`src/rtl/adc_seq_pkg.sv`:
```
// adc_seq_pkg
//   Shared definitions for the ADC sequencer: register map addresses,
//   CTRL/STATUS bit positions and the sequencer state encoding.
package adc_seq_pkg;

   // Register map (word addresses on the 2-bit register bus)
   localparam logic [1:0] ADDR_CTRL   = 2'd0;
   localparam logic [1:0] ADDR_NUM    = 2'd1;
   localparam logic [1:0] ADDR_DATA   = 2'd2;
   localparam logic [1:0] ADDR_STATUS = 2'd3;

   // CTRL write fields
   localparam int CTRL_START    = 0;
   localparam int CTRL_STOP     = 1;
   localparam int CTRL_CONT     = 2;
   localparam int CTRL_CLEAR    = 3;
   localparam int CTRL_MASK_LSB = 8;

   // STATUS fields
   localparam int STAT_BUSY      = 0;
   localparam int STAT_DONE      = 1;
   localparam int STAT_EMPTY     = 2;
   localparam int STAT_FULL      = 3;
   localparam int STAT_OVF       = 4;
   localparam int STAT_LEVEL_LSB = 16;

   typedef enum logic [1:0] {
      ST_IDLE  = 2'd0,
      ST_ISSUE = 2'd1,
      ST_WAIT  = 2'd2,
      ST_DONE  = 2'd3
   } seq_state_t;

endpackage

```
`src/rtl/adc_sample_fifo.sv`:
```
// adc_sample_fifo
//   Single-clock synchronous FIFO with show-ahead read data, occupancy
//   level, full/empty flags and a one-cycle clear.
//   Ports:
//     clock, reset   : clock, asynchronous active-high reset
//     clear          : empty the FIFO (wins over push/pop in the same cycle)
//     push, wdata    : write request and entry
//     pop            : read request (ignored when empty)
//     rdata          : entry at the head of the FIFO
//     level          : number of stored entries
//     full, empty    : occupancy flags
//   A push while full is accepted only when a pop happens in the same cycle.
module adc_sample_fifo #(
   parameter int WIDTH = 16,
   parameter int DEPTH = 256
) (
   input  logic                     clock,
   input  logic                     reset,
   input  logic                     clear,
   input  logic                     push,
   input  logic                     pop,
   input  logic [WIDTH-1:0]         wdata,
   output logic [WIDTH-1:0]         rdata,
   output logic [$clog2(DEPTH):0]   level,
   output logic                     full,
   output logic                     empty
);

   localparam int AW = $clog2(DEPTH);
   localparam int LW = AW + 1;

   logic [WIDTH-1:0] mem [DEPTH];
   logic [AW-1:0]    wr_ptr;
   logic [AW-1:0]    rd_ptr;
   logic             do_push;
   logic             do_pop;

   assign full    = (level == LW'(DEPTH));
   assign empty   = (level == '0);
   assign do_pop  = pop && !empty && !clear;
   assign do_push = push && (!full || do_pop) && !clear;
   assign rdata   = mem[rd_ptr];

   // Storage is data only: no reset needed
   always_ff @(posedge clock) begin
      if (do_push) begin
         mem[wr_ptr] <= wdata;
      end
   end

   always_ff @(posedge clock or posedge reset) begin
      if (reset) begin
         wr_ptr <= '0;
         rd_ptr <= '0;
         level  <= '0;
      end else if (clear) begin
         wr_ptr <= '0;
         rd_ptr <= '0;
         level  <= '0;
      end else begin
         if (do_push) begin
            wr_ptr <= wr_ptr + AW'(1);
         end
         if (do_pop) begin
            rd_ptr <= rd_ptr + AW'(1);
         end
         case ({do_push, do_pop})
            2'b10:   level <= level + LW'(1);
            2'b01:   level <= level - LW'(1);
            default: level <= level;
         endcase
      end
   end

endmodule

```
`src/rtl/adc_seq_fifo.sv`:
```
// adc_seq_fifo
//   Multi-channel ADC conversion sequencer with a sample FIFO behind a
//   small register interface.
//   Ports:
//     clock, reset        : single clock, asynchronous active-high reset
//     address, read,      : register bus (CTRL=0, NUM=1, DATA=2, STATUS=3),
//     write, writedata,     read data registered one cycle after read
//     readdata
//     conv_go, conv_ch    : one-cycle start-conversion pulse and its channel
//     conv_done, conv_data: converter result strobe and value
//     busy                : sequencer in ISSUE or WAIT
//     irq                 : done | overflow (level)
module adc_seq_fifo
   import adc_seq_pkg::*;
#(
   parameter int DATA_W     = 12,
   parameter int NUM_CH     = 8,
   parameter int FIFO_DEPTH = 256
) (
   input  logic                      clock,
   input  logic                      reset,
   input  logic [1:0]                address,
   input  logic                      read,
   input  logic                      write,
   input  logic [31:0]               writedata,
   output logic [31:0]               readdata,
   output logic                      conv_go,
   output logic [$clog2(NUM_CH)-1:0] conv_ch,
   input  logic                      conv_done,
   input  logic [DATA_W-1:0]         conv_data,
   output logic                      busy,
   output logic                      irq
);

   localparam int CHW = $clog2(NUM_CH);
   localparam int EW  = CHW + DATA_W;
   localparam int LW  = $clog2(FIFO_DEPTH) + 1;

   seq_state_t        state;
   seq_state_t        state_next;
   logic [NUM_CH-1:0] mask;
   logic              cont;
   logic [15:0]       num;
   logic [15:0]       count;
   logic [15:0]       count_inc;
   logic              done;
   logic              overflow;
   logic              stop_pend;

   logic              wr_ctrl;
   logic              wr_status;
   logic              start_req;
   logic              stop_req;
   logic              clear_req;
   logic [NUM_CH-1:0] wr_mask;
   logic              do_start;
   logic              accept;
   logic              finish;

   logic              pop_req;
   logic              ovf_event;
   logic [EW-1:0]     fifo_head;
   logic [LW-1:0]     fifo_level;
   logic              fifo_full;
   logic              fifo_empty;
   logic [31:0]       rd_mux;
   logic              unused_wd;

   function automatic logic [CHW-1:0] lowest_ch(input logic [NUM_CH-1:0] m);
      logic [CHW-1:0] r;
      r = '0;
      for (int i = NUM_CH - 1; i >= 0; i--) begin
         if (m[i]) r = CHW'(i);
      end
      return r;
   endfunction

   // Next enabled channel strictly above c, wrapping to the lowest enabled one
   function automatic logic [CHW-1:0] next_ch(input logic [NUM_CH-1:0] m,
                                              input logic [CHW-1:0]    c);
      logic [CHW-1:0] r;
      logic           found;
      r     = lowest_ch(m);
      found = 1'b0;
      for (int i = 0; i < NUM_CH; i++) begin
         if (!found && m[i] && (i > int'(c))) begin
            r     = CHW'(i);
            found = 1'b1;
         end
      end
      return r;
   endfunction

   function automatic logic [31:0] fmt_data(input logic valid, input logic [EW-1:0] e);
      logic [31:0] w;
      w = '0;
      if (valid) begin
         w = {1'b1, 11'b0, 4'(e[EW-1 -: CHW]), 16'(e[DATA_W-1:0])};
      end
      return w;
   endfunction

   assign wr_ctrl   = write && (address == ADDR_CTRL);
   assign wr_status = write && (address == ADDR_STATUS);
   assign start_req = wr_ctrl && writedata[CTRL_START];
   assign stop_req  = wr_ctrl && writedata[CTRL_STOP];
   assign clear_req = wr_ctrl && writedata[CTRL_CLEAR];
   assign wr_mask   = writedata[CTRL_MASK_LSB +: NUM_CH];
   assign count_inc = count + 16'd1;
   assign unused_wd = ^writedata;

   assign busy    = (state == ST_ISSUE) || (state == ST_WAIT);
   assign irq     = done || overflow;
   assign conv_go = (state == ST_ISSUE);

   // A sample is lost only when the FIFO stays full through this cycle
   assign pop_req   = read && (address == ADDR_DATA) && !fifo_empty;
   assign ovf_event = accept && fifo_full && !pop_req && !clear_req;

   always_comb begin
      state_next = state;
      do_start   = 1'b0;
      accept     = 1'b0;
      finish     = 1'b0;
      case (state)
         ST_IDLE, ST_DONE: begin
            if (start_req && (wr_mask != '0)) begin
               do_start = 1'b1;
               if (!writedata[CTRL_CONT] && (num == 16'd0)) begin
                  state_next = ST_DONE;
                  finish     = 1'b1;
               end else begin
                  state_next = ST_ISSUE;
               end
            end
         end
         ST_ISSUE: begin
            state_next = stop_req ? ST_IDLE : ST_WAIT;
         end
         ST_WAIT: begin
            if (conv_done) begin
               accept = 1'b1;
               if (stop_req || stop_pend) begin
                  state_next = ST_IDLE;
               end else if (!cont && (count_inc == num)) begin
                  state_next = ST_DONE;
                  finish     = 1'b1;
               end else begin
                  state_next = ST_ISSUE;
               end
            end
         end
         default: state_next = ST_IDLE;
      endcase
   end

   always_comb begin
      rd_mux = '0;
      case (address)
         ADDR_CTRL: begin
            rd_mux[CTRL_CONT]                 = cont;
            rd_mux[CTRL_MASK_LSB +: NUM_CH]   = mask;
         end
         ADDR_NUM: begin
            rd_mux[15:0] = num;
         end
         ADDR_DATA: begin
            rd_mux = fmt_data(!fifo_empty, fifo_head);
         end
         default: begin
            rd_mux[STAT_BUSY]              = busy;
            rd_mux[STAT_DONE]              = done;
            rd_mux[STAT_EMPTY]             = fifo_empty;
            rd_mux[STAT_FULL]              = fifo_full;
            rd_mux[STAT_OVF]               = overflow;
            rd_mux[STAT_LEVEL_LSB +: 16]   = 16'(fifo_level);
         end
      endcase
   end

   always_ff @(posedge clock or posedge reset) begin
      if (reset) begin
         state     <= ST_IDLE;
         mask      <= '0;
         cont      <= 1'b0;
         num       <= '0;
         count     <= '0;
         conv_ch   <= '0;
         done      <= 1'b0;
         overflow  <= 1'b0;
         stop_pend <= 1'b0;
         readdata  <= '0;
      end else begin
         state <= state_next;

         // Configuration is frozen while a run is in progress
         if (wr_ctrl && !busy) begin
            mask <= wr_mask;
            cont <= writedata[CTRL_CONT];
         end
         if (write && (address == ADDR_NUM)) begin
            num <= writedata[15:0];
         end

         if (do_start) begin
            count   <= '0;
            conv_ch <= lowest_ch(wr_mask);
         end else if (accept) begin
            count   <= count_inc;
            conv_ch <= next_ch(mask, conv_ch);
         end

         // A stop seen in WAIT is held until the outstanding result arrives
         stop_pend <= (state_next == ST_WAIT) && (stop_pend || stop_req);

         if (finish) begin
            done <= 1'b1;
         end else if (do_start || (wr_status && writedata[STAT_DONE])) begin
            done <= 1'b0;
         end

         if (ovf_event) begin
            overflow <= 1'b1;
         end else if (wr_status && writedata[STAT_OVF]) begin
            overflow <= 1'b0;
         end

         if (read) begin
            readdata <= rd_mux;
         end
      end
   end

   adc_sample_fifo #(
      .WIDTH (EW),
      .DEPTH (FIFO_DEPTH)
   ) u_fifo (
      .clock (clock),
      .reset (reset),
      .clear (clear_req),
      .push  (accept),
      .pop   (pop_req),
      .wdata ({conv_ch, conv_data}),
      .rdata (fifo_head),
      .level (fifo_level),
      .full  (fifo_full),
      .empty (fifo_empty)
   );

endmodule

```
`config.mk`:
```
export PLATFORM = sky130hd
export DESIGN_NAME = adc_seq_fifo
export DESIGN_NICKNAME = d
export VERILOG_FILES = /design/src/rtl/adc_seq_pkg.sv /design/src/rtl/adc_sample_fifo.sv /design/src/rtl/adc_seq_fifo.sv
export SDC_FILE = /design/constraint.sdc
export NUM_CORES = 2
export LEC_CHECK = 0
export BUFFER_PORTS_ARGS = -buffer_cell sky130_fd_sc_hd__buf_2
export CAP_MARGIN = 25
export CORE_MARGIN = 3
export CORE_UTILIZATION = 25
export DETAILED_ROUTE_END_ITERATION = 10
export RECOVER_POWER = 50
export SLEW_MARGIN = 5
export SYNTH_ARGS = -nofsm -noshare
export SYNTH_HDL_FRONTEND = slang
export SYNTH_SLANG_ARGS = --single-unit
```
`constraint.sdc`:
```
create_clock -name clock -period 7.6 [get_ports clock]
set_input_delay 1.52 -clock clock [delete_from_list [all_inputs] [get_ports clock]]
set_output_delay 1.52 -clock clock [all_outputs]
set_load 0.03 [all_outputs]
```
==> reports/qor.yml <==
yosys:
  synth_seq_area_share: 0.767
  yosysTopAreaCellShare: 0.751
  synth_enable_flop_cells: 3840
  synth_area_leader_cell: "edfxtp_1"
  netlist_instances: 7207
  ys_warn_count: 0
  synth_area_um2: 154000
  ys_ff_latch: 3940
  synth_top_cells_by_area: "edfxtp_1, mux4_2, mux2i_1"
  synth_flop_cell: "edfxtp_1"
  synth.lib_cells_used.distinct: 77
  syn-mean-instance-area_um2: 21.3
  synthArstFlopShare: 0.0254
cells_and_area:
  synthToLayoutAreaGrowth_pct: 16.5
  final_cells: 16189
  final_core_util: 0.293
  fin_nets: 7815
  post_route_cells_drive_above_1_share: 0.258
sta:
  worst_pin_slew_ns: 6.15
  layout_worst_path_cycle_share: 0.818
  fmaxAchievable_ghz: 0.161
  max-slew-margin-rel: -3.10
  tns_ns: 0
  setup_viol_count_final: 0
  final.hold.worst_slack_ns: 0.504
  skew_ns: 0.0794
  drv_slew: 2202
  unrepaired_setup_endpoints_after_global_routing: "false"
  final.min_clock_period_ns: 6.22
  finalHoldViolCount: 0
die:
  die_h_um: 790
  fp.dieArea_um2: 623000
  design.portCount: 89
  placeableCoreArea_um2: 612000
  die_width_um: 790
  row_count: 287
  initial_core_util: 0.251
global_route:
  grt_first_pass_wirelength_um: 611000
  grt_max_degree: 187
  grt.overflow.total: 0
  initial_antenna_violation_count: 39
  grtUsageTotal: 0.135
  grt_pass1_vias: 77717
clocking:
  cts_root_buf: "clkbuf_16"
  clk_pin_slew_worst_paths_ns: 0.07
  cts-buffers-inserted: 397
  number_of_sinks_driven_by_the_clock_tree: 3940
  insertion_delay_ns: 0.98
  clock_tree.buffer_depth: 4
  cts_post_setup_buffers_inserted: 0
  tritoncts: "yes"
  clock_tree.htree_level_count: 5
  cts-resized-gates: 0
  post_cts_hold_buffer_count: 0
status:
  failed_checks: "max-capacitance violations, max-slew violations"
  outcome: "complete, but fails checks"
critical_path:
  worst-path-buf-inv: 1
  worst_r2r_startpoint: "u_fifo.rd_ptr[3]$_DFFE_PP0P_"
  max_stage_delay_cell_worst_path: "nor2_1"
  timing.reg2reg.worst_path_depth: 8
  crit_path_start_kind: "register"
  timing.critical_path.fanout_max: 39
  timing.critical_path.cells: "inv_8 > nor2_1 > a21oi_1 > o21ai_0 > o21ai_0 > o221ai_1 > o21ai_0 > o31ai_1"
  worst_ep_arrival_time_ns: 6.99
  worst_setup_path_startpoint: "u_fifo.rd_ptr[3]$_DFFE_PP0P_"
  cpLargestDelayFamily: "compound AO/OA/AOI/OAI gates"
  reg2reg_slack_ns: 1.38
  critPathRequiredTime_ns: 8.38
  critical_path.endpoint_type: "register"
  library_cell_appearing_most_often_on_the_critical_path: "o21ai_0"
  r2r-end: "readdata[3]$_DFFE_PP0P_"
  cp_slowest_stage_delay_ns: 2.22
  timing.setup.critical_path_class: "register to register"
detailed_routing:
  wl_per_cell_um: 27.0
  drc_errors: 0
  post_detailed_route_count_of_antenna_violating_nets: 0
  drt_iter0_drc: 10772
  total_length_of_routed_wires_um: 437000
  vias_per_cell: 4.85
  drt_pre_antenna_iters: 7
  vias: 78508
pwr:
  power.density_cell_area_nw_per_um2: 336
  internal_power_mw: 41.8
  vdd_ir_drop_max_mv: 0.361
  p_total_mw: 60.1
  power.switching_fraction: 0.304
  power_frac_seq: 0.420
  power_frac_comb: 0.257
  pwr-share-clk: 0.323
  power.leakage_nw: 55.1
  switchingPower_mw: 18.3
min_path:
  min_from: "readdata[13]$_DFFE_PP0P_"
  min_path_type: "register to register"
  hold-path-endpoint: "readdata[13]$_DFFE_PP0P_"
  worstHoldPathCells: 1
place:
  hpwl_um: 265000
  placed_cells: 15427
  port_buffers: 66
  gp_routability_congestion: 0.863
job:
  drv.max_cap_violation_count: 28
-- per-stage QoR --
| stage | worst slack (ns) | area [um^2] |
|---|---|---|
| finish | 1.38 | 179000 |
| global route | 1.08 | 179000 |
| CTS | 2.25 | 179000 |
| detailed placement | 1.89 | 166000 |
| global placement | 1.89 | 166000 |
| floorplan | 2.63 | 154000 |
-- worst reg2reg max path, delay by kind of cell (launching register included) --
family	cells	cell delay (ns)
DFF	1	0.69
AOI/OAI and AO/OA	6	2.77
buffers and inverters	1	0.23
and+or+nand+nor	1	2.33
-- cells by family (layout without fill, tap and decap cells) --
kind of cell,count (synthesis),after routing,share of synthesized area
xor+xnor,56,56,0.00319
mux,1306,1306,0.162
other cells,1,25,0.0000244
buf+inv,450,1316,0.0156
simple gates,834,834,0.0233
fa+ha+maj,21,21,0.00176
flops,3940,3940,0.767
compound gates,599,599,0.0264
-- how the worst max path moves through the flow --
| stage | end | slack, ns | cells after the start |
|---|---|---|---|
| 2_1_floorplan | conv_ch[0] | 2.63 | 0 |
| 6_report | readdata[3]$_DFFE_PP0P_ | 1.38 | 8 |
| 4_1_cts | readdata[4]$_DFFE_PP0P_ | 2.25 | 8 |
| 5_1_grt | u_fifo.mem[161][1]$_DFFE_PP_ | 1.08 | 1 |
| 3_3_place_gp | u_fifo.mem[172][11]$_DFFE_PP_ | 1.89 | 13 |
| 3_5_place_dp | u_fifo.mem[172][12]$_DFFE_PP_ | 1.89 | 13 |
-- sequential cells by signal, summed over array words and instances (netlist names), 2 cells and up --
| register | count |
|---|---|
| conv_ch | 3 |
| readdata | 26 |
| mask | 8 |
| u_fifo.wr_ptr | 8 |
| state | 2 |
| u_fifo.rd_ptr | 8 |
| count | 16 |
| num | 16 |
| u_fifo.level | 9 |
| u_fifo.mem | 3840 |
-- placed cells by master (no fill, tap or decap), drive strengths merged, types with 12 or more instances in the layout --
cell and n:
edfxtp 3840, mux4 941, clkbuf 561, buf 497, nor2 370, mux2i 332
nand2 246, clkinv 173, a21oi 142, dfrtp 100, o21ai 97, nand3 67
o22ai 58, a22oi 50, o221ai 48, nor3 47, a221oi 43, bufinv 36
inv 36, xnor2 34, mux2 33, xor2 22, ha 20, nor2b 20
diode 19, o211ai 19, a2111oi 19, nor4 17, a211oi 16, a31oi 14
o31ai 13, clkinvlp 13, nand4 12, and3 12
-- metal layers --
| metal | global-route usage | routed length, um | vias up |
|---|---|---|---|
| li1 | - | - | 31223 |
| met2 | 0.212 | 203000 | 4312 |
| met3 | 0.0350 | 46100 | 790 |
| met1 | 0.182 | 172000 | 42167 |
| met4 | 0.0462 | 16400 | 16 |
| met5 | 0 | 98 | - |
-- cell usage after synthesis, types with 9 or more instances --
cell / count
nor2_1: 370
nand3_1: 67
nor2b_1: 20
a221oi_1: 43
nand2_1: 246
a221o_1: 9
buf_2: 105
o211ai_1: 19
dfrtp_1: 100
mux2i_1: 332
ha_1: 20
edfxtp_1: 3840
mux4_2: 933
a22oi_1: 50
buf_6: 35
inv_1: 27
a2111oi_0: 19
mux2_2: 33
o31ai_1: 13
nand2b_1: 11
and3_1: 12
xnor2_1: 34
nor4_1: 16
nor3_1: 47
nand4_1: 12
o22ai_1: 58
o21ai_0: 96
buf_1: 41
a211oi_1: 16
buf_4: 76
a31oi_1: 14
o221ai_1: 48
a21oi_1: 142
xor2_1: 22
clkbuf_1: 160
-- power by group through the flow --
stage          sequential [mW]  clock [mW]  combinational (mW)
3_5_place_dp              25.6           0                15.5
3_3_place_gp              25.5           0                15.3
6_report                  25.2        19.4                15.5
4_1_cts                   25.1        19.7                15.5
2_1_floorplan             25.6           0                9.44
5_1_grt                   25.2        20.6                16.1
-- cell type report --
type | instances | area (um^2)
repair buffers | 551 | 4280
clock buffers | 507 | 10600
diodes | 19 | 47.5
well taps | 8092 | 10100
clock inverters | 227 | 2360
fillers | 58901 | 433000
multi-input cells | 2822 | 33500
flip-flops and latches | 3940 | 118000
inverters | 31 | 135
(Power assumes the default switching activity.)
